$ cat config.mk
export PLATFORM = sky130hd
export DESIGN_NAME = gray_ptr_rx
export DESIGN_NICKNAME = d
export VERILOG_FILES = /design/src/rtl/async_fifo_pkg.sv /design/src/rtl/sync_chain.sv /design/src/rtl/gray_ptr_rx.sv
export SDC_FILE = /design/constraint.sdc
export NUM_CORES = 1
export LEC_CHECK = 0
export CORE_MARGIN = 2
export CORE_UTILIZATION = 43
export DETAILED_ROUTE_END_ITERATION = 10
export PLACE_DENSITY = 0.69
export SLEW_MARGIN = 0
export SYNTH_ARGS = -nofsm -noshare
export SYNTH_HDL_FRONTEND = slang
export SYNTH_SLANG_ARGS = --single-unit
$ cat constraint.sdc
create_clock -name clk -period 1.85 [get_ports clk]
set_clock_uncertainty 0.05 [all_clocks]
set_input_delay 0.37 -clock clk [delete_from_list [all_inputs] [get_ports clk]]
set_output_delay 0.37 -clock clk [all_outputs]
set_load 0.05 [all_outputs]
$ cat src/rtl/async_fifo_pkg.sv
// Shared types, limits and helpers for the async FIFO pointer path.
package async_fifo_pkg;

  // Synchronizer depth limits. Fewer than two flops gives too little MTBF.
  // More than four only adds latency.
  localparam int SYNC_MIN = 2;
  localparam int SYNC_MAX = 4;

  // Widest pointer the shared decoder handles. Narrower pointers are
  // zero-extended on the way in. Leading zero gray bits decode to leading
  // zero binary bits, so the low bits of the result are unaffected.
  localparam int GRAY_MAX_W = 32;

  // Gray to binary decode: each binary bit is the XOR of the gray bits at
  // and above its position.
  function automatic logic [GRAY_MAX_W-1:0] gray2bin(input logic [GRAY_MAX_W-1:0] g);
    logic [GRAY_MAX_W-1:0] b;
    b[GRAY_MAX_W-1] = g[GRAY_MAX_W-1];
    for (int i = GRAY_MAX_W - 2; i >= 0; i--) begin
      b[i] = b[i+1] ^ g[i];
    end
    return b;
  endfunction

endpackage

$ cat src/rtl/sync_chain.sv
// Multi-flop synchronizer for a bus. The bus must be gray coded, or it must
// change only one bit at a time. Every stage is a plain flop with nothing
// between stages, so CDC tools can identify the chain.
module sync_chain #(
  parameter int WIDTH  = 4,
  parameter int STAGES = 2
) (
  input  logic             clk,
  input  logic             rst_n,
  input  logic [WIDTH-1:0] d,
  output logic [WIDTH-1:0] q
);

  logic [WIDTH-1:0] stage [STAGES];

  // Shift the asynchronous input through STAGES flops.
  always_ff @(posedge clk or negedge rst_n) begin
    if (!rst_n) begin
      // NOTE: every stage is reset. The stages form a short flop array, not
      // a RAM. Resetting them ensures no stale pointer can reach the
      // decoder after reset is released.
      for (int i = 0; i < STAGES; i++) begin
        stage[i] <= '0;
      end
    end else begin
      // NOTE: non-blocking assignments let every stage sample the old value
      // of its predecessor. Blocking assignments would collapse the chain
      // into a single flop.
      stage[0] <= d;
      for (int i = 1; i < STAGES; i++) begin
        stage[i] <= stage[i-1];
      end
    end
  end

  assign q = stage[STAGES-1];

endmodule

$ cat src/rtl/gray_ptr_rx.sv
// Receive side of a gray-coded FIFO pointer crossing. The block synchronizes
// the foreign pointer, decodes it to binary and registers it. It also
// reports the per-cycle advance, a change strobe and a sticky error that
// flags samples differing in more than one bit.
module gray_ptr_rx
  import async_fifo_pkg::*;
#(
  parameter int WIDTH       = 4,
  parameter int SYNC_STAGES = 2,
  parameter int CHECK_HD    = 1
) (
  input  logic             clk,
  input  logic             rst_n,
  input  logic [WIDTH-1:0] gray_in,
  input  logic             err_clr,
  output logic [WIDTH-1:0] bin_out,
  output logic             bin_vld,
  output logic [WIDTH-1:0] delta,
  output logic             hd_err
);

  if (SYNC_STAGES < SYNC_MIN || SYNC_STAGES > SYNC_MAX) begin : g_bad_sync_stages
    $error("gray_ptr_rx: SYNC_STAGES=%0d outside legal range %0d..%0d",
           SYNC_STAGES, SYNC_MIN, SYNC_MAX);
  end

  logic [WIDTH-1:0] gray_s;   // last synchronizer stage
  logic [WIDTH-1:0] gray_p;   // gray_s as it was one cycle earlier
  logic [WIDTH-1:0] bin_s;    // decoded gray_s
  logic             changed;
  logic             multi_bit;

  sync_chain #(
    .WIDTH  (WIDTH),
    .STAGES (SYNC_STAGES)
  ) u_sync (
    .clk   (clk),
    .rst_n (rst_n),
    .d     (gray_in),
    .q     (gray_s)
  );

  assign bin_s     = WIDTH'(gray2bin(GRAY_MAX_W'(gray_s)));
  assign changed   = (gray_s != gray_p);
  assign multi_bit = ($countones(gray_s ^ gray_p) > 1);

  // Register the sample history, the decoded pointer, the strobe and the
  // advance. bin_out always equals decode(gray_p), so it serves as the
  // previous binary value and no second decoder is needed.
  always_ff @(posedge clk or negedge rst_n) begin
    if (!rst_n) begin
      gray_p  <= '0;
      bin_out <= '0;
      bin_vld <= 1'b0;
      delta   <= '0;
    end else begin
      gray_p  <= gray_s;
      bin_out <= bin_s;
      bin_vld <= changed;
      delta   <= changed ? (bin_s - bin_out) : '0;
    end
  end

  // Sticky multi-bit-change flag. A new violation wins over a clear in the
  // same cycle. With the check disabled, the set term is constant 0 and the
  // flag stays at its reset value.
  always_ff @(posedge clk or negedge rst_n) begin
    if (!rst_n) begin
      hd_err <= 1'b0;
    end else if ((CHECK_HD != 0) && multi_bit) begin
      hd_err <= 1'b1;
    end else if (err_clr) begin
      hd_err <= 1'b0;
    end
  end

endmodule

==> impl_summary.md <==
Status
The run finished, with violations left. The final reports fail on setup timing.

Yosys
The synthesized netlist occupies a cell area of 816 um2. The post-synth net total is 68. The average size of a mapped cell is 14.8 um2. The gate count of the mapped netlist is 55. The number of flip-flops and latches in the synthesized netlist is 21. The part of the Yosys area used for sequential elements is 0.644. Counting distinct cell types in the post-synthesis netlist gives 17. The count of synthesis-stage warnings from yosys is 0.

Power
The power per cell area is 1130 mW/mm2. The reported leakage power is 0.520 nW. VDD sags by at most 0.000600 V.

Routing
The average routed wire per standard cell is 10.3 um. The iteration-0 DRC count of the detailed router is 2. Using the TritonRoute via totals, the vias-per-cell ratio works out to 4.20.

The first-pass iteration count of the detailed router is 2. In this run the remaining antenna-violating nets after routing total 0. After detailed routing, the total wire length is 1.13 mm. In the routed design, unresolved DRC markers number 0.

The final route contains 458 vias.

Worst setup path
STA classifies the critical path endpoint as a flop. The highest cell delay on the worst timing path is 0.53 ns. The largest fanout on the critical path is 3. By startpoint and endpoint, the worst setup path is classified as reg -> reg. Walking the worst path, the cells encountered are xor2_2, xnor2_2, xor2_1, ha_2, fa_2, nor2_2.

Data arrives at the worst endpoint at 2.05 ns. The startpoint class of the critical path is a flop. The endpoint required time on the critical path is 1.98 ns. The largest individual stage delay along the critical path comes from the cell sky130_fd_sc_hd__fa_2.

Cells and area
From synthesis to final layout, the design area changed by 32.8%. The number of nets in the finished design is 98. The share of layout cells above drive strength 1 is 0.357. The top cell types in the final layout, fill and taps aside, are sky130_fd_sc_hd__dfrtp_1, sky130_fd_sc_hd__buf_4, sky130_fd_sc_hd__inv_1, sky130_fd_sc_hd__clkdlybuf4s50_1, sky130_fd_sc_hd__xor2_1. The filler cells instantiated in the layout total 158. The number of antenna diodes in the final layout is 0. Once layout is complete, the cells apart from fillers number 109. Measured on the finished design, the core utilization comes to 0.614. The library cell used most frequently in the layout, excluding fill and tap cells, is sky130_fd_sc_hd__dfrtp_1.

Global routing
The maximum number of pins on one net before global-route repair is 22. The total overflow reported by the global router is 0. The aggregate global-route resource usage is 0.117. The first global-routing pass estimated 1.72 mm of wire. The number of global-route vias before repair is 416. The initial antenna violation count is 0.

Placement
The HPWL after detailed placement is 834 um. The count of placed standard cells including taps is 102. The final weighted congestion in routability-driven placement is 0.727. Port buffering added 16 buffers.

Clocking
Buffers inserted during clock tree synthesis total 3. The TritonCTS clock tree is done. The CTS sink count is 21. Hold repair after CTS inserted 0 buffers. The total number of H-tree levels is 1.

Clock latency on the worst-skew pair, taken at its later pin, is 0.30 ns. The root cell of the clock tree is sky130_fd_sc_hd__clkbuf_4. In this run the deepest clock path goes through 2 buffers. Clock-pin slew was measured on the worst setup and hold paths at 0.11 ns.

Timing
For this run, the top clock speed supported by timing is 521 MHz. The final critical-path setup slack is -0.0710 ns. The slew at the pin closest to its max-slew limit is 0.479 ns.

The hold violation total from the final report is 0. The minimum clock period after layout is 1.92 ns. The number of slew-limit violations in the final report is 0. Setup repair after global routing could not meet its margin everywhere. Setup violations remaining at the end of the flow were counted as 3. In the finished design, the share of the clock period the worst path needs comes to 1.04. Measured against its own limit, the worst slew margin works out to 0.678.

Floorplanning
The floorplan has 15 rows. The starting density of the core is 0.462. The die height is 47.6 um. The floorplan step defined a core boundary enclosing 0.00176 mm2. The floorplan step defined a die boundary enclosing 0.00226 mm2.

For this design the top-level I/O count stands at 17. The floorplan die width is 47.6 um.

Min path
The path category of the worst min-delay check is reg -> reg.

Flow run
The number of maximum-capacitance violations is 0.
critical path: cells and delay by family, from the launching register on:
kind | cells | cell delay, ns
xor+xnor | 3 | 0.56
fa+ha+maj | 2 | 0.74
simple gates | 1 | 0.03
flops | 1 | 0.43
synth_stat cells (all sizes together):
| master | instances | share of area |
|---|---|---|
| a21oi | 1 | 0.0061 |
| a221o | 1 | 0.012 |
| buf | 1 | 0.0092 |
| dfrtp | 21 | 0.64 |
| fa | 2 | 0.049 |
| ha | 4 | 0.061 |
| inv | 8 | 0.037 |
| mux2 | 1 | 0.014 |
| nand2 | 1 | 0.0046 |
| nor2 | 3 | 0.014 |
| nor3 | 1 | 0.0061 |
| o21ai | 1 | 0.0061 |
| o21ba | 1 | 0.012 |
| xnor2 | 3 | 0.041 |
| xor2 | 6 | 0.083 |
cell families (layout without fill, tap and decap cells):
kind of cell,Yosys count,after routing,synth area share
DFF,21,21,0.644
xor gates and xnor gates,9,9,0.124
buffers and inverters,9,38,0.0460
adders and majority gates,6,6,0.110
and+or+nand+nor,5,5,0.0245
AOI/OAI and AO/OA,4,4,0.0368
muxes,1,1,0.0138
per-stage QoR:
stage	instance area (um2)	hold slack, ns	setup WS (ns)	power, W	setup TNS, ns
2_1_floorplan	821	0.0244	-0.0586	0.000860	-0.114
3_3_place_gp	1030	0.282	-0.0104	0.00100	-0.0242
3_5_place_dp	1030	0.290	-0.0576	0.00101	-0.114
4_1_cts	1070	0.315	-0.0510	0.00123	-0.128
5_1_grt	1080	0.319	-0.130	0.00131	-0.338
6_report	1080	0.312	-0.0710	0.00123	-0.128
registers in the layout (all words and copies together) (netlist names):
name / count
u_sync.stage: 4
bin_vld: 1
bin_out: 4
delta: 4
u_sync.q: 4
hd_err: 1
gray_p: 3
final timing paths:
kind                                      startpoint                   endpoint  slack [ns]  cells past startpoint
setup / recovery               u_sync.q[3]$_DFF_PN0_         delta[1]$_DFF_PN0_       -0.07                      6
hold / removal             u_sync.stage[5]$_DFF_PN0_      u_sync.q[1]$_DFF_PN0_        0.31                      0
setup reg to reg               u_sync.q[3]$_DFF_PN0_         delta[1]$_DFF_PN0_       -0.07                      6
hold reg to reg            u_sync.stage[5]$_DFF_PN0_      u_sync.q[1]$_DFF_PN0_        0.31                      0
max in group asynchronous                      rst_n  u_sync.stage[4]$_DFF_PN0_        1.19                      2
min in group asynchronous                      rst_n         delta[3]$_DFF_PN0_        0.35                      2
report_power, final:
| part | internal [W] | leakage, nW | switching, W | total, W |
|---|---|---|---|---|
| Clock | 0.0000840 | 0.0150 | 0.000128 | 0.000212 |
| Sequential | 0.000522 | 0.241 | 0.0000277 | 0.000550 |
| Combinational | 0.000173 | 0.264 | 0.000293 | 0.000466 |
per-layer routing:
| layer | part of all wire | vias up | routed length, um | track usage |
|---|---|---|---|---|
| li1 | - | 227 | - | - |
| met1 | 0.41 | 209 | 467 | 0.130 |
| met2 | 0.49 | 17 | 552 | 0.195 |
| met3 | 0.058 | 5 | 65 | 0.0226 |
| met4 | 0.036 | 0 | 41 | 0.0973 |
| met5 | 0 | - | 0 | 0 |
repair_timing:
| item | 4_1_cts | 5_1_grt |
|---|---|---|
| setup endpoints to repair | 3 | 3 |
| gates resized for setup | 1 | 1 |
| buffers inserted | 1 | 2 |
| pin swaps | 1 | 6 |
layout make-up:
class / count / area (um2) / area share
Clock buffer: 4 / 26.3 / 0.0242
Inverter: 8 / 30.0 / 0.0277
Multi-Input combinational cell: 25 / 260 / 0.240
Sequential cell: 21 / 526 / 0.485
Tap cell: 25 / 31.3 / 0.0289
Timing Repair Buffer: 26 / 210 / 0.194
Note: power is estimated with default switching activity, not from simulation.
